## src/rtl/channel_error_injector_if.sv

```systemverilog
// Symbol bus between the convolutional encoder, the error-injecting channel and the Viterbi decoder.
// Valid-only stream: the channel cannot stall. A symbol is accepted on any clock edge where valid_i=1;
// valid_o is valid_i delayed one cycle, and d_out/err_mask_o are meaningful only while valid_o=1.
interface channel_error_injector_if;
  logic       valid_i;
  logic [1:0] d_in;
  logic       valid_o;
  logic [1:0] d_out;
  logic [1:0] err_mask_o;

  modport master (output valid_i, d_in, input valid_o, d_out, err_mask_o);
  modport slave  (input valid_i, d_in, output valid_o, d_out, err_mask_o);
endinterface

```

## src/rtl/channel_error_injector.sv

```systemverilog
// Programmable bit-error channel: clean pass-through, periodic bursts or LFSR-driven random flips,
// with a saturating count of injected bit errors. One register stage from d_in to d_out.
module channel_error_injector #(
  parameter int          PERIOD_W = 8,
  parameter int          CNT_W    = 16,
  parameter logic [15:0] SEED     = 16'hACE1
) (
  input  logic                clk,
  input  logic                rst,
  input  logic                clear,
  channel_error_injector_if.slave sym,
  input  logic [1:0]          mode,
  input  logic [PERIOD_W-1:0] period,
  input  logic [3:0]          burst_len,
  input  logic [1:0]          bit_sel,
  input  logic [8:0]          thresh,
  output logic [CNT_W-1:0]    err_count_o,
  output logic [PERIOD_W-1:0] dbg_pos,
  output logic [3:0]          dbg_burst_rem,
  output logic [15:0]         dbg_lfsr
);

  localparam logic [1:0] MODE_CLEAN  = 2'b00;
  localparam logic [1:0] MODE_BURST  = 2'b01;
  localparam logic [1:0] MODE_RANDOM = 2'b10;
  localparam logic [15:0] LFSR_TAPS  = 16'hB400;

  logic [PERIOD_W-1:0] pos, pos_next;
  logic [3:0]          burst_rem, rem_next, eff_rem;
  logic [15:0]         lfsr, lfsr_next;
  logic [1:0]          mask, rand_mask;
  logic                burst_start;
  logic [CNT_W:0]      cnt_sum;
  logic [CNT_W-1:0]    cnt_next;

  always_comb begin
    burst_start = (pos == '0) && (period != '0);
    // A burst start reloads rather than adds, so overlapping bursts never stack.
    eff_rem     = burst_start ? burst_len : burst_rem;
    rand_mask   = {({1'b0, lfsr[15:8]} < thresh), ({1'b0, lfsr[7:0]} < thresh)};
    mask        = 2'b00;
    rem_next    = 4'd0;
    case (mode)
      MODE_BURST: begin
        if (eff_rem != 4'd0) begin
          mask     = bit_sel;
          rem_next = eff_rem - 4'd1;
        end
      end
      MODE_RANDOM: mask = rand_mask;
      MODE_CLEAN:  mask = 2'b00;
      default:     mask = 2'b00;
    endcase

    // Comparing with >= lets a shrunken period pull a stale pos back to 0.
    if (period == '0) begin
      pos_next = '0;
    end else if (pos >= period - PERIOD_W'(1)) begin
      pos_next = '0;
    end else begin
      pos_next = pos + PERIOD_W'(1);
    end

    lfsr_next = {1'b0, lfsr[15:1]} ^ (lfsr[0] ? LFSR_TAPS : 16'h0000);

    cnt_sum  = {1'b0, err_count_o} + (CNT_W+1)'(mask[0]) + (CNT_W+1)'(mask[1]);
    cnt_next = cnt_sum[CNT_W] ? '1 : cnt_sum[CNT_W-1:0];
  end

  always_ff @(posedge clk or negedge rst) begin
    if (!rst) begin
      sym.valid_o    <= 1'b0;
      sym.d_out      <= 2'b00;
      sym.err_mask_o <= 2'b00;
      err_count_o    <= '0;
      pos            <= '0;
      burst_rem      <= 4'd0;
      lfsr           <= SEED;
    end else if (clear) begin
      sym.valid_o    <= 1'b0;
      sym.d_out      <= 2'b00;
      sym.err_mask_o <= 2'b00;
      err_count_o    <= '0;
      pos            <= '0;
      burst_rem      <= 4'd0;
      lfsr           <= SEED;
    end else begin
      sym.valid_o <= sym.valid_i;
      if (sym.valid_i) begin
        sym.d_out      <= sym.d_in ^ mask;
        sym.err_mask_o <= mask;
        err_count_o    <= cnt_next;
        pos            <= pos_next;
        burst_rem      <= rem_next;
        lfsr           <= lfsr_next;
      end
    end
  end

  assign dbg_pos       = pos;
  assign dbg_burst_rem = burst_rem;
  assign dbg_lfsr      = lfsr;

endmodule

```

## src/flat_wrapper.sv

```systemverilog
// flat-port wrapper written by rule: the top's interface ports become plain ports
module channel_error_injector_flat 
#(
  parameter int          PERIOD_W = 8,
  parameter int          CNT_W    = 16,
  parameter logic [15:0] SEED     = 16'hACE1
)
  (clk, rst, clear, mode, period, burst_len, bit_sel, thresh, err_count_o, dbg_pos, dbg_burst_rem, dbg_lfsr, sym_valid_i, sym_d_in, sym_valid_o, sym_d_out, sym_err_mask_o);
  channel_error_injector_if sym_i ();
  input  logic clk;
  input  logic rst;
  input  logic clear;
  input  logic [1:0] mode;
  input  logic [PERIOD_W-1:0] period;
  input  logic [3:0] burst_len;
  input  logic [1:0] bit_sel;
  input  logic [8:0] thresh;
  output logic [CNT_W-1:0] err_count_o;
  output logic [PERIOD_W-1:0] dbg_pos;
  output logic [3:0] dbg_burst_rem;
  output logic [15:0] dbg_lfsr;
  input wire logic [$bits(sym_i.valid_i)-1:0] sym_valid_i;
  input wire logic [$bits(sym_i.d_in)-1:0] sym_d_in;
  output wire logic [$bits(sym_i.valid_o)-1:0] sym_valid_o;
  output wire logic [$bits(sym_i.d_out)-1:0] sym_d_out;
  output wire logic [$bits(sym_i.err_mask_o)-1:0] sym_err_mask_o;
  assign sym_i.valid_i = sym_valid_i;
  assign sym_i.d_in = sym_d_in;
  assign sym_valid_o = sym_i.valid_o;
  assign sym_d_out = sym_i.d_out;
  assign sym_err_mask_o = sym_i.err_mask_o;
  channel_error_injector #(.PERIOD_W(PERIOD_W), .CNT_W(CNT_W), .SEED(SEED)) u_core (.clk(clk), .rst(rst), .clear(clear), .sym(sym_i), .mode(mode), .period(period), .burst_len(burst_len), .bit_sel(bit_sel), .thresh(thresh), .err_count_o(err_count_o), .dbg_pos(dbg_pos), .dbg_burst_rem(dbg_burst_rem), .dbg_lfsr(dbg_lfsr));
endmodule
```

## config.mk

```make
export PLATFORM = sky130hd
export DESIGN_NAME = channel_error_injector_flat
export DESIGN_NICKNAME = d
export VERILOG_FILES = /design/src/rtl/channel_error_injector_if.sv /design/src/rtl/channel_error_injector.sv /design/src/flat_wrapper.sv
export SDC_FILE = /design/constraint.sdc
export NUM_CORES = 1
export LEC_CHECK = 0
export BUFFER_PORTS_ARGS = -buffer_cell sky130_fd_sc_hd__buf_2
export CAP_MARGIN = 20
export CORE_ASPECT_RATIO = 1.5
export CORE_UTILIZATION = 42
export DETAILED_ROUTE_END_ITERATION = 8
export PLACE_DENSITY = 0.69
export RECOVER_POWER = 50
export REMOVE_ABC_BUFFERS = 1
export SLEW_MARGIN = 20
export SYNTH_ARGS = -nofsm -noshare
export SYNTH_HDL_FRONTEND = slang
export SYNTH_SLANG_ARGS = --single-unit
```

## constraint.sdc

```tcl
create_clock -name clk -period 5.81 [get_ports clk]
set_input_delay 0.2905 -clock clk [delete_from_list [all_inputs] [get_ports clk]]
set_output_delay 0.2905 -clock clk [all_outputs]
set_load 0.01 [all_outputs]
```

==> results by group, run 1 <==
Run status
  – Status: finished, violations left
  – Failing checks: capacitance limit, slew limit

Drt
  – Iter 0 DRT Violations: 121
  – Drt wl/cell: 14.6 um
  – DR pass1 iterations: 4
  – Overall via count from detail_route: 2,803
  – ANT nets after route: 0
  – WL final: 7700 um
  – Vias per Instance: 5.33
  – Drc violations: 0

Timing
  – Setup violators final: 0
  – Achievable Freq: 0.205 GHz
  – Setup TNS: 0 ns
  – Clock skew: 0.00563 ns
  – Slew @ Worst Pin: 2.63 ns
  – Worst setup margin: 0.936 ns
  – Tmin final: 4.87 ns
  – Hold violation total from the final report: 0
  – Count of pins over their slew limit: 100
  – Fin crit share: 83.9%
  – Hold Slack: 0.283 ns
  – Max-slew headroom: -75.3%
  – Unrepaired setup endpoints after global routing: false

Clock network
  – CTS root buffer: clkbuf_16
  – Hold_buf cts: 0
  – Post-CTS Setup Inserts: 0
  – # H-tree levels: 2
  – CTS Buffer Depth: 2
  – Num CTS Buffers: 5
  – Clk_lat worst skew: 0.29 ns
  – Post-CTS Resized: 0
  – Sink Count: 49
  – CTS tree: done
  – Clock transition at path regs: 0.07 ns

Global route
  – Pin count of the biggest net entering global routing: 50
  – GRT overflow: 0
  – Vias in the first global route: 2,843
  – First-pass GRT wire length: 12,700 um
  – Total track usage: 20.2%
  – Initial antenna violation count: 0

Logic synthesis
  – Avg Synthesized Cell Area: 9.34 um^2
  – YS warnings: 0
  – Post-synthesis sequential area ratio: 37.8%
  – Main synth FF type: dfrtp_1
  – Mapped cell area: 3270 um^2
  – Asr flop ratio synth: 100%
  – #FFs+latches synth: 49
  – Number of library cell types mapped by synthesis: 48
  – Synth Instances: 350
  – Number of synthesized flops with an enable pin: 0

Floorplanning
  – IO Pins: 80
  – Rows: 39
  – Starting Density: 43.2%
  – Chip width: 74.0 um
  – Vert. Die Dim: 110 um
  – DIE AREA: 8150 um^2
  – Core Area: 7560 um^2

Worst hold path
  – Worst Hold Class: in2reg
  – WHS Path Cells: 3

Power
  – P_sw: 0.248 mW
  – Power share of the clock group: 37.4%
  – PwrDens: 233 nW/um^2
  – Internal Power: 0.660 mW
  – Worst ir drop on vdd: 140 uV
  – Sw Ratio: 27.3%
  – Combinational power share: 20.6%
  – Leakage: 1.94 nW
  – Seq pwr share: 42.0%

Worst setup path
  – WP data arrival: 5.07 ns
  – Crit path kind: reg2reg
  – CP Capture Type: flop
  – Crit path depth: 19
  – CP bufs+invs: 3
  – Max incr delay on CP: 0.50 ns
  – Delay-heaviest family, CP: simple AND/OR/NAND/NOR gates
  – CP max FO: 13
  – R2r worst-path depth: 19
  – Worst Setup Start Kind: flop
  – Crit-path cells: inv_1 -> ha_1 -> nor4b_2 -> nand2_1 -> nor2_2 -> mux2i_1 -> ha_1 -> nor3b_1 -> or4_4 -> a41oi_2 -> inv_1 -> fa_1 -> inv_1 -> ha_1 -> nand3_1 -> nor2_1 -> nand4_1 -> and3_1 -> nor3_1
  – Crit path max-delay cell type: nand4_1
  – Worst path required time: 6.01 ns

Placement
  – Post-DP HPWL: 5630 um
  – Dpl cells: 518
  – Buffers added on ports: 79
  – Dpl ws: 0.925 ns
  – RePlAce Congestion: 0.857

Run
  – Max cap viols: 2

Final layout
  – Commonest non-fill, non-tap cell in the layout: buf_2
  – Fill count: 737
  – Antenna diode count: 0
  – Most frequent cells in the layout: buf_2, dfrtp_1, nor2_1
  – Seq. cell area: 1240 um^2
  – Post-route insts no fill: 526
  – Share of cells above drive strength 1: 22.2%
  – Syn-to-layout area delta: 19.2%
  – Footprint of the multi-input gates: 1890 um^2
  – Final net count: 485
==> state kept, by name, indices dropped and copies added (netlist names) <==
register	flops
u_core.dbg_burst_rem	4
u_core.dbg_lfsr	16
u_core.dbg_pos	8
u_core.err_count_o	16
u_core.sym.d_out	2
u_core.sym.err_mask_o	2
u_core.sym.valid_o	1
==> worst reg2reg max path: stages (launching register included) <==
cell and delay (ns):
dfrtp_1 0.40, inv_1 0.13, ha_1 0.16, nor4b_2 0.18
nand2_1 0.16, nor2_2 0.29, mux2i_1 0.18, ha_1 0.22
nor3b_1 0.17, or4_4 0.44, a41oi_2 0.26, inv_1 0.09
fa_1 0.43, inv_1 0.08, ha_1 0.17, nand3_1 0.14
nor2_1 0.23, nand4_1 0.50, and3_1 0.38, nor3_1 0.19
==> cells in the mapped netlist, types with 8 or more instances <==
cell type / count / area [um^2]
dfrtp_1: 41 / 1030
nor2_1: 40 / 150
ha_1: 30 / 375
nand2_1: 23 / 86.3
inv_1: 19 / 71.3
mux2i_1: 16 / 160
clkbuf_1: 13 / 48.8
a211oi_1: 11 / 82.6
a21oi_1: 11 / 55.1
a211o_1: 10 / 87.6
nand2b_1: 10 / 62.6
xnor2_1: 10 / 87.6
nor3_1: 9 / 45.0
o21ai_0: 9 / 45.0
and3_1: 8 / 50.1
dfstp_2: 8 / 210
==> cell families (layout without fill, tap and decap cells) <==
group	Yosys count	count (layout)	synth area share, %
AND/OR/NAND/NOR	129	129	20.3
AO/OA/AOI/OAI	75	75	16.6
flip-flops	49	49	37.8
buffers and inverters	35	109	4.29
adder cells (fa/ha/maj)	31	31	12.1
multiplexers	16	16	4.90
XOR/XNOR	15	15	4.02
==> power by group through the flow <==
stage	clock, mW	sequential (mW)	combinational (mW)
2_1_floorplan	0	0.390	0.113
3_3_place_gp	0	0.387	0.184
3_5_place_dp	0	0.388	0.190
4_1_cts	0.349	0.382	0.191
5_1_grt	0.361	0.384	0.213
6_report	0.339	0.381	0.187
==> per-stage QoR <==
stage / util (%) / area [um^2] / power [mW]
global placement: 49.5 / 3740 / 0.570
global route: 51.5 / 3900 / 0.959
finish: 51.5 / 3900 / 0.908
floorplan: - / 3200 / 0.503
detailed placement: 49.5 / 3740 / 0.577
CTS: 51.8 / 3920 / 0.921
==> path summary, 6_finish.rpt <==
check                                         end  slack, ns                 from
min reg2reg                   u_core.sym.d_out[1]       0.49  u_core.sym.d_out[1]
min in group asynchronous  u_core.err_count_o[15]       0.91                  rst
max                        u_core.err_count_o[10]       0.94    u_core.dbg_pos[0]
max reg2reg                u_core.err_count_o[10]       0.94    u_core.dbg_pos[0]
max in group asynchronous      u_core.dbg_lfsr[2]       3.40                  rst
min                           u_core.sym.d_out[1]       0.28          sym_d_in[1]
==> area by class of cell <==
class	count	share of cell area, %
Tap cell	102	3.27
Multi-Input combinational cell	266	48.6
Clock inverter	1	0.770
Timing Repair Buffer	81	10.1
Sequential cell	49	31.7
Inverter	20	1.93
Clock buffer	7	3.66
==> routing by layer <==
metal	share of wire, %	track usage (%)	wire (um)	up-vias
li1	-	-	-	1402
met1	44	23.5	3390	1336
met2	51	36.8	3920	55
met3	3.5	3.45	267	10
met4	1.7	6.73	129	0
met5	0	0	0	-
No activity file was read; power rests on OpenSTA's default activity.
==> inputs of run 2 (changes only) <==
Settings changed: ABC_AREA from default to 1.
Clock period 5.81 ns to 4.6 ns, I/O delays scaled along.
==> run 2 against run 1 <==
Effect of this change:
- the run still ends with capacitance limit, slew limit left
- die area increased by 1.8%
- worst setup slack got worse by 0.093 ns
- cell count increased by 13%
- hold slack got worse by 0.034 ns
- via count increased by 9.0%
- total power increased by 20%
- clock skew about the same
- combinational power about the same
- sequential share of layout area decreased by 0.80 points
==> results by group, run 2 <==
Worst setup path
  – Crit path max-delay cell type: fa_1 (was nand4_1)
  – Worst Setup Start Kind: flop (unchanged)
  – CP Capture Type: flop (unchanged)
  – Max incr delay on CP: 0.45 ns (was 0.50 ns)
  – Delay-heaviest family, CP: simple AND/OR/NAND/NOR gates (unchanged)
  – CP most frequent cell: nand2_1
  – WP data arrival: 3.97 ns (was 5.07 ns)
  – CP max FO: 6 (was 13)
  – Worst path required time: 4.81 ns (was 6.01 ns)
  – Crit-path cells: inv_1 -> ha_1 -> nand3_1 -> nor2_2 -> nand2_4 -> nand2_1 -> o21ai_1 -> ha_1 -> nand3_2 -> nand2_1 -> nand2_1 -> nand2_2 -> fa_1 -> inv_1 -> ha_1 -> nand3_2 -> nor2_1 -> nand2_1 -> nor3_4 -> nand3_1 -> inv_1 -> o21ai_0 -> o21ai_0 (was inv_1 -> ha_1 -> nor4b_2 -> nand2_1 -> nor2_2 -> mux2i_1 -> ha_1 -> nor3b_1 -> or4_4 -> a41oi_2 -> inv_1 -> fa_1 -> inv_1 -> ha_1 -> nand3_1 -> nor2_1 -> nand4_1 -> and3_1 -> nor3_1)
  – Crit path kind: reg2reg (unchanged)
  – CP bufs+invs: 3 (unchanged)

Power
  – Combinational power share: 17.4% (was 20.6%)
  – Internal Power: 0.794 mW (was 0.660 mW)
  – Leakage: 2.06 nW (was 1.94 nW)
  – Sw Ratio: 27.2% (was 27.3%)
  – PwrDens: 273 nW/um^2 (was 233 nW/um^2)
  – P_sw: 0.297 mW (was 0.248 mW)
  – Design Power: 1.09 mW (was 0.908 mW)
  – Worst ir drop on vdd: 199 uV (was 140 uV)
  – Seq pwr share: 42.7% (was 42.0%)
  – Power share of the clock group: 40.0% (was 37.4%)

Logic synthesis
  – YS warnings: 0 (unchanged)
  – Mapped cell area: 3330 um^2 (was 3270 um^2)
  – Adder-Cell Fraction of Synth Area: 11.9% (was 12.1%)
  – Synth top area share: 30.8% (was 31.4%)
  – Post-synthesis xor/xnor area fraction: 4.21% (was 4.02%)
  – Post-synthesis sequential area ratio: 37.1% (was 37.8%)
  – Main synth FF type: dfrtp_1 (unchanged)
  – Commonest cells post-synth: nand2_1, inv_1, dfrtp_1 (was dfrtp_1, nor2_1, ha_1)
  – Post-synthesis compound-gate area fraction: 14.7% (was 16.6%)
  – Count leader, synth: nand2_1 (was dfrtp_1)
  – Cell taking the most area after synthesis: dfrtp_1 (unchanged)
  – Post-synthesis mux area share: 0% (was 4.90%)
  – #FFs+latches synth: 49 (unchanged)
  – Number of library cell types mapped by synthesis: 39 (was 48)
  – Synth Area in Simple Gates: 22.6% (was 20.3%)
  – Largest family of logic cells by synthesized area: simple AND/OR/NAND/NOR gates (unchanged)
  – Avg Synthesized Cell Area: 8.10 um^2 (was 9.34 um^2)
  – Asr flop ratio synth: 100% (unchanged)
  – Synth Instances: 411 (was 350)
  – Synth area leaders: dfrtp_1, ha_1, nand2_1 (was dfrtp_1, ha_1, dfstp_2)
  – Number of synthesized flops with an enable pin: 0 (unchanged)

Timing
  – Achievable Freq: 0.266 GHz (was 0.205 GHz)
  – Count of pins over their slew limit: 50 (was 100)
  – Setup TNS: 0 ns (unchanged)
  – Slew @ Worst Pin: 2.67 ns (was 2.63 ns)
  – Fin crit share: 81.7% (was 83.9%)
  – Worst setup margin: 0.843 ns (was 0.936 ns)
  – Tmin final: 3.76 ns (was 4.87 ns)
  – Unrepaired setup endpoints after global routing: false (unchanged)
  – Hold Slack: 0.248 ns (was 0.283 ns)
  – Max-slew headroom: -77.7% (was -75.3%)
  – Setup violators final: 0 (unchanged)
  – Clock skew: 0.00565 ns (was 0.00563 ns)
  – Hold violation total from the final report: 0 (unchanged)

Final layout
  – Syn-to-layout area delta: 20.2% (was 19.2%)
  – Commonest non-fill, non-tap cell in the layout: nand2_1 (was buf_2)
  – Most frequent cells in the layout: nand2_1, inv_1, buf_2 (was buf_2, dfrtp_1, nor2_1)
  – Share of cells above drive strength 1: 23.4% (was 22.2%)
  – Final net count: 556 (was 485)
  – Antenna diode count: 0 (unchanged)

Clock network
  – CTS tree: done (unchanged)
  – Clock transition at path regs: 0.07 ns (about the same)
  – # H-tree levels: 2 (unchanged)
  – Hold_buf cts: 0 (unchanged)
  – CTS Buffer Depth: 2 (unchanged)
  – Post-CTS Setup Inserts: 0 (unchanged)
  – Clk_lat worst skew: 0.29 ns (about the same)
  – CTS root buffer: clkbuf_16 (unchanged)
  – Num CTS Buffers: 5 (unchanged)
  – Post-CTS Resized: 0 (unchanged)
  – Sink Count: 49 (unchanged)

Worst hold path
  – Worst Hold Class: in2reg (unchanged)

Global route
  – GRT overflow: 0 (unchanged)
  – Vias in the first global route: 2,988 (was 2,843)
  – First-pass GRT wire length: 13,300 um (was 12,700 um)
  – Pin count of the biggest net entering global routing: 50 (unchanged)
  – Initial antenna violation count: 0 (unchanged)
  – Total track usage: 20.8% (was 20.2%)

Drt
  – ANT nets after route: 0 (unchanged)
  – Drt wl/cell: 13.9 um (was 14.6 um)
  – Vias per Instance: 5.12 (was 5.33)
  – WL final: 8300 um (was 7700 um)
  – Iter 0 DRT Violations: 176 (was 121)
  – Drc violations: 0 (unchanged)
  – Overall via count from detail_route: 3,054 (was 2,803)
  – DR pass1 iterations: 4 (unchanged)

Placement
  – Post-DP HPWL: 6470 um (was 5630 um)
  – Dpl ws: 0.884 ns (was 0.925 ns)
  – Buffers added on ports: 79 (unchanged)
  – RePlAce Congestion: 0.871 (was 0.857)

Floorplanning
  – IO Pins: 80 (unchanged)
  – Core Area: 7660 um^2 (was 7560 um^2)
  – Vert. Die Dim: 111 um (was 110 um)
  – Starting Density: 43.4% (was 43.2%)
  – Rows: 39 (unchanged)
  – DIE AREA: 8290 um^2 (was 8150 um^2)
  – Chip width: 74.7 um (was 74.0 um)

Run status
  – Failing checks: capacitance limit, slew limit (unchanged)
  – Status: finished, violations left (unchanged)

Run
  – Max cap viols: 1 (was 2)
## run 2: cell count changes after synthesis, moves of 11 or more
| cell | before | now |
|---|---|---|
| inv_1 | 19 | 67 |
| nand2_1 | 23 | 69 |
| o21ai_0 | 9 | 25 |
| a211oi_1 | 11 | 0 |
| nand3_1 | 7 | 21 |
| mux2i_1 | 16 | 0 |
| o22ai_1 | 0 | 22 |
| nor2_1 | 40 | 19 |
## run 2: worst register-to-register path, delay by kind of cell, from the launching register on
family / cells / cell delay [ns]
AOI/OAI and AO/OA: 3 / 0.34
adders and majority gates: 4 / 1.06
buffers and inverters: 3 / 0.34
DFF: 1 / 0.40
and+or+nand+nor: 13 / 1.52
## run 2: layout make-up
cell class | instances | area, um^2
timing repair buffer | 83 | 394
tap | 102 | 128
fill | 796 | 3660
inverter | 76 | 285
sequential | 49 | 1240
multi-input combinational | 279 | 1780
clock buffer | 6 | 139
clock inverter | 2 | 37.5
## run 2: stage by stage
step	std cells	utilization [%]	cell area, um^2
3_3_place_gp	589	50.3	3850
4_1_cts	597	52.6	4030
5_1_grt	597	52.2	4000
6_report	597	52.2	4000
2_1_floorplan	404	-	3300
3_5_place_dp	589	50.3	3850
## run 2: path summary, 6_finish.rpt
path                                     startpoint               endpoint  slack [ns]  cells after the start
worst max register to register    u_core.dbg_pos[0]  u_core.err_count_o[8]        0.84                     23
worst max-delay path              u_core.dbg_pos[0]  u_core.err_count_o[8]        0.84                     23
max in group asynchronous                       rst     u_core.dbg_lfsr[3]        2.22                      2
worst min-delay path                    sym_d_in[1]    u_core.sym.d_out[1]        0.25                      5
worst min register to register  u_core.sym.d_out[0]    u_core.sym.d_out[0]        0.50                      2
min in group asynchronous                       rst     u_core.sym.valid_o        0.86                      2
## run 2: metal layers
layer / global-route usage [%] / share of wire, % / vias up
met2: 38.6 / 54 / 76
li1: - / - / 1525
met5: 0 / 0 / -
met1: 22.1 / 39 / 1435
met4: 8.93 / 3.0 / 0
met3: 3.27 / 4.0 / 18
## run 2: kinds of logic after synthesis
| family | count (synthesis) |
|---|---|
| AO/OA/AOI/OAI | 83 |
| adder cells (fa/ha/maj) | 31 |
| XOR/XNOR | 16 |
| flip-flops | 49 |
| buffers and inverters | 83 |
| AND/OR/NAND/NOR | 149 |
## run 2: power by group through the flow
stage / registers (mW) / clock network [mW] / logic (mW)
final: 0.466 / 0.436 / 0.189
after floorplan: 0.478 / 0 / 0.114
after global routing: 0.468 / 0.455 / 0.218
after detailed placement: 0.474 / 0 / 0.194
after CTS: 0.466 / 0.446 / 0.195
after global placement: 0.473 / 0 / 0.188
==> inputs of run 3 (changes only) <==
Clock period 4.6 ns to 3.74 ns, I/O delays scaled along.
==> run 3 against run 2 <==
Effect of this change:
- the run still ends with capacitance limit, slew limit left
- combinational power rose by 33%
- cell area up 3.1%
- highest routed layer unchanged
- worst setup slack got worse by 0.62 ns
- utilization up 1.6 points
- fmax grew 6.7%
- die area unchanged
- cell count grew 2.3%
- sequential share of layout area shrank 0.92 points
- clock skew grew 0.0022 ns
- clock power is 3% higher
- clock-buffer cell count stayed put
- register-to-register slack lost 0.62 ns
- critical endpoint is now u_core.err_count_o[15]
==> results by group, run 3 (same netlist as run 2, synthesis figures left out) <==
Run status
  – Status: finished, violations left (unchanged)
  – Failing checks: capacitance limit, slew limit (unchanged)

Worst setup path
  – Delay-heaviest family, CP: simple AND/OR/NAND/NOR gates (unchanged)
  – CP endpoint: u_core.err_count_o[15] (was u_core.err_count_o[8])
  – CP most frequent cell: nand2_1 (unchanged)
  – Worst Setup Start Kind: flop (unchanged)
  – Crit path depth: 25 (was 23)
  – CP Capture Type: flop (unchanged)
  – R2r worst-path depth: 25 (was 23)
  – Crit path kind: reg2reg (unchanged)
  – Max incr delay on CP: 0.40 ns (was 0.45 ns)
  – Worst reg2reg setup slack: 0.22 ns (was 0.84 ns)
  – WP data arrival: 3.75 ns (was 3.97 ns)
  – Reg-to-Reg End: u_core.err_count_o[15] (was u_core.err_count_o[8])
  – Crit path max-delay cell type: dfrtp_1 (was fa_1)
  – Worst path required time: 3.97 ns (was 4.81 ns)
  – CP bufs+invs: 2 (was 3)
  – Crit. Startpoint: u_core.dbg_pos[1] (was u_core.dbg_pos[0])
  – Critical register-to-register path startpoint: u_core.dbg_pos[1] (was u_core.dbg_pos[0])
  – CP max FO: 6 (unchanged)

Global route
  – GRT overflow: 0 (unchanged)
  – Initial antenna violation count: 0 (unchanged)
  – First-pass GRT wire length: 14,100 um (was 13,300 um)
  – Pin count of the biggest net entering global routing: 50 (unchanged)
  – Total track usage: 22.0% (was 20.8%)
  – Vias in the first global route: 3,149 (was 2,988)

Timing
  – Clock skew: 0.00782 ns (was 0.00565 ns)
  – Hold Slack: 0.212 ns (was 0.248 ns)
  – Setup TNS: 0 ns (unchanged)
  – Tmin final: 3.52 ns (was 3.76 ns)
  – Count of pins over their slew limit: 50 (unchanged)
  – Achievable Freq: 0.284 GHz (was 0.266 GHz)
  – Setup violators final: 0 (unchanged)
  – Fin crit share: 94.1% (was 81.7%)
  – Slew @ Worst Pin: 2.69 ns (was 2.67 ns)
  – Max-slew headroom: -79.4% (was -77.7%)
  – Hold violation total from the final report: 0 (unchanged)

Floorplanning
  – IO Pins: 80 (unchanged)
  – Chip width: 74.7 um (unchanged)
  – Core Area: 7660 um^2 (unchanged)
  – Vert. Die Dim: 111 um (unchanged)
  – Rows: 39 (unchanged)
  – Starting Density: 43.4% (unchanged)
  – DIE AREA: 8290 um^2 (unchanged)

Power
  – PwrDens: 309 nW/um^2 (was 273 nW/um^2)
  – Sw Ratio: 29.2% (was 27.2%)
  – Worst ir drop on vdd: 178 uV (was 199 uV)
  – Combinational power share: 19.7% (was 17.4%)
  – Seq pwr share: 44.9% (was 42.7%)
  – Leakage: 2.15 nW (was 2.06 nW)
  – Power share of the clock group: 35.4% (was 40.0%)
  – Internal Power: 0.901 mW (was 0.794 mW)
  – Design Power: 1.27 mW (was 1.09 mW)
  – P_sw: 0.372 mW (was 0.297 mW)

Final layout
  – Design area: 4120 um^2 (was 4000 um^2)
  – Most frequent cells in the layout: nand2_1, inv_1, buf_2 (unchanged)
  – Final net count: 570 (was 556)
  – Syn-to-layout area delta: 23.8% (was 20.2%)
  – Fill count: 756 (was 796)
  – Share of cells above drive strength 1: 26.3% (was 23.4%)
  – Core Util, Final: 53.8% (was 52.2%)
  – Commonest non-fill, non-tap cell in the layout: nand2_1 (unchanged)
  – Antenna diode count: 0 (unchanged)

Placement
  – Buffers added on ports: 79 (unchanged)
  – DP Area: 3870 um^2 (was 3850 um^2)
  – Post-DP HPWL: 6270 um (was 6470 um)
  – RePlAce Congestion: 0.902 (was 0.871)

Clock network
  – CTS Buffer Depth: 2 (unchanged)
  – CTS root buffer: clkbuf_16 (unchanged)
  – # H-tree levels: 2 (unchanged)
  – Num CTS Buffers: 5 (unchanged)
  – CTS tree: done (unchanged)
  – Clk_lat worst skew: 0.30 ns (was 0.29 ns)
  – Sink Count: 49 (unchanged)
  – Clock transition at path regs: 0.07 ns (about the same)

Drt
  – Vias per Instance: 5.14 (was 5.12)
  – Overall via count from detail_route: 3,142 (was 3,054)
  – DR pass1 iterations: 4 (unchanged)
  – ANT nets after route: 0 (unchanged)
  – WL final: 8510 um (was 8300 um)
  – Iter 0 DRT Violations: 193 (was 176)
  – Drc violations: 0 (unchanged)
  – Drt wl/cell: 13.9 um (about the same)

Worst hold path
  – Worst Hold Class: in2reg (unchanged)

Run
  – Max cap viols: 1 (unchanged)
==> run 3: cell count changes in the layout (fill, tap and decap cells not counted), sizes merged <==
cell | previous run | this run
buf | 62 | 78
clkinv | 1 | 3
clkbuf | 27 | 25
clkinvlp | 1 | 0
bufinv | 1 | 0
==> run 3: final cells by class <==
type / instances / area, um^2 / share of cell area [%]
Clock inverter: 2 / 10.0 / 0.243
Inverter: 76 / 285 / 6.92
Tap cell: 102 / 128 / 3.10
Clock buffer: 6 / 129 / 3.13
Multi-Input combinational cell: 279 / 1810 / 43.9
Sequential cell: 49 / 1240 / 30.0
Timing Repair Buffer: 97 / 524 / 12.7
==> run 3: worst min-delay path: stages <==
cell and delay (ns):
buf_2 0.09, inv_1 0.03, nand2_1 0.05, nand3_1 0.06, nand2_1 0.06
==> run 3: worst min-delay path by stage <==
stage,start,cells after the start,slack [ns],endpoint
detailed placement,rst,2,0.34,u_core.sym.valid_o
CTS,rst,2,0.02,u_core.err_count_o[9]
floorplan,rst,0,-0.11,u_core.dbg_burst_rem[0]
global route,sym_d_in[0],5,0.23,u_core.sym.d_out[0]
global placement,rst,2,0.33,u_core.sym.valid_o
finish,sym_d_in[0],5,0.21,u_core.sym.d_out[0]
==> run 3: repair_timing <==
item / 4_1_cts / 5_1_grt
buffers inserted: 0 / 11
gates resized for setup: 0 / 10
setup endpoints to repair: 0 / 16
hold buffers: 0 / 0
==> run 3: stage by stage <==
stage,std cells,setup WS (ns)
after floorplan,404,0.365
after global placement,591,0.196
after detailed placement,591,0.0462
after CTS,599,0.00637
after global routing,611,-0.0685
final,611,0.221
==> run 3: layer usage <==
layer	track usage (%)	routed length, um	vias up	share of wire, %
met4	9.43	229	0	2.7
met3	4.73	321	18	3.8
li1	-	-	1549	-
met2	39.3	4630	80	54
met5	0	0	-	0
met1	23.8	3330	1495	39
==> run 3: power by group through the flow <==
| stage | registers (mW) | logic, mW | clock network, mW |
|---|---|---|---|
| final | 0.572 | 0.251 | 0.450 |
| after global routing | 0.574 | 0.284 | 0.485 |
| after CTS | 0.573 | 0.239 | 0.462 |
| after detailed placement | 0.583 | 0.238 | 0 |
| after global placement | 0.582 | 0.231 | 0 |
| after floorplan | 0.588 | 0.140 | 0 |
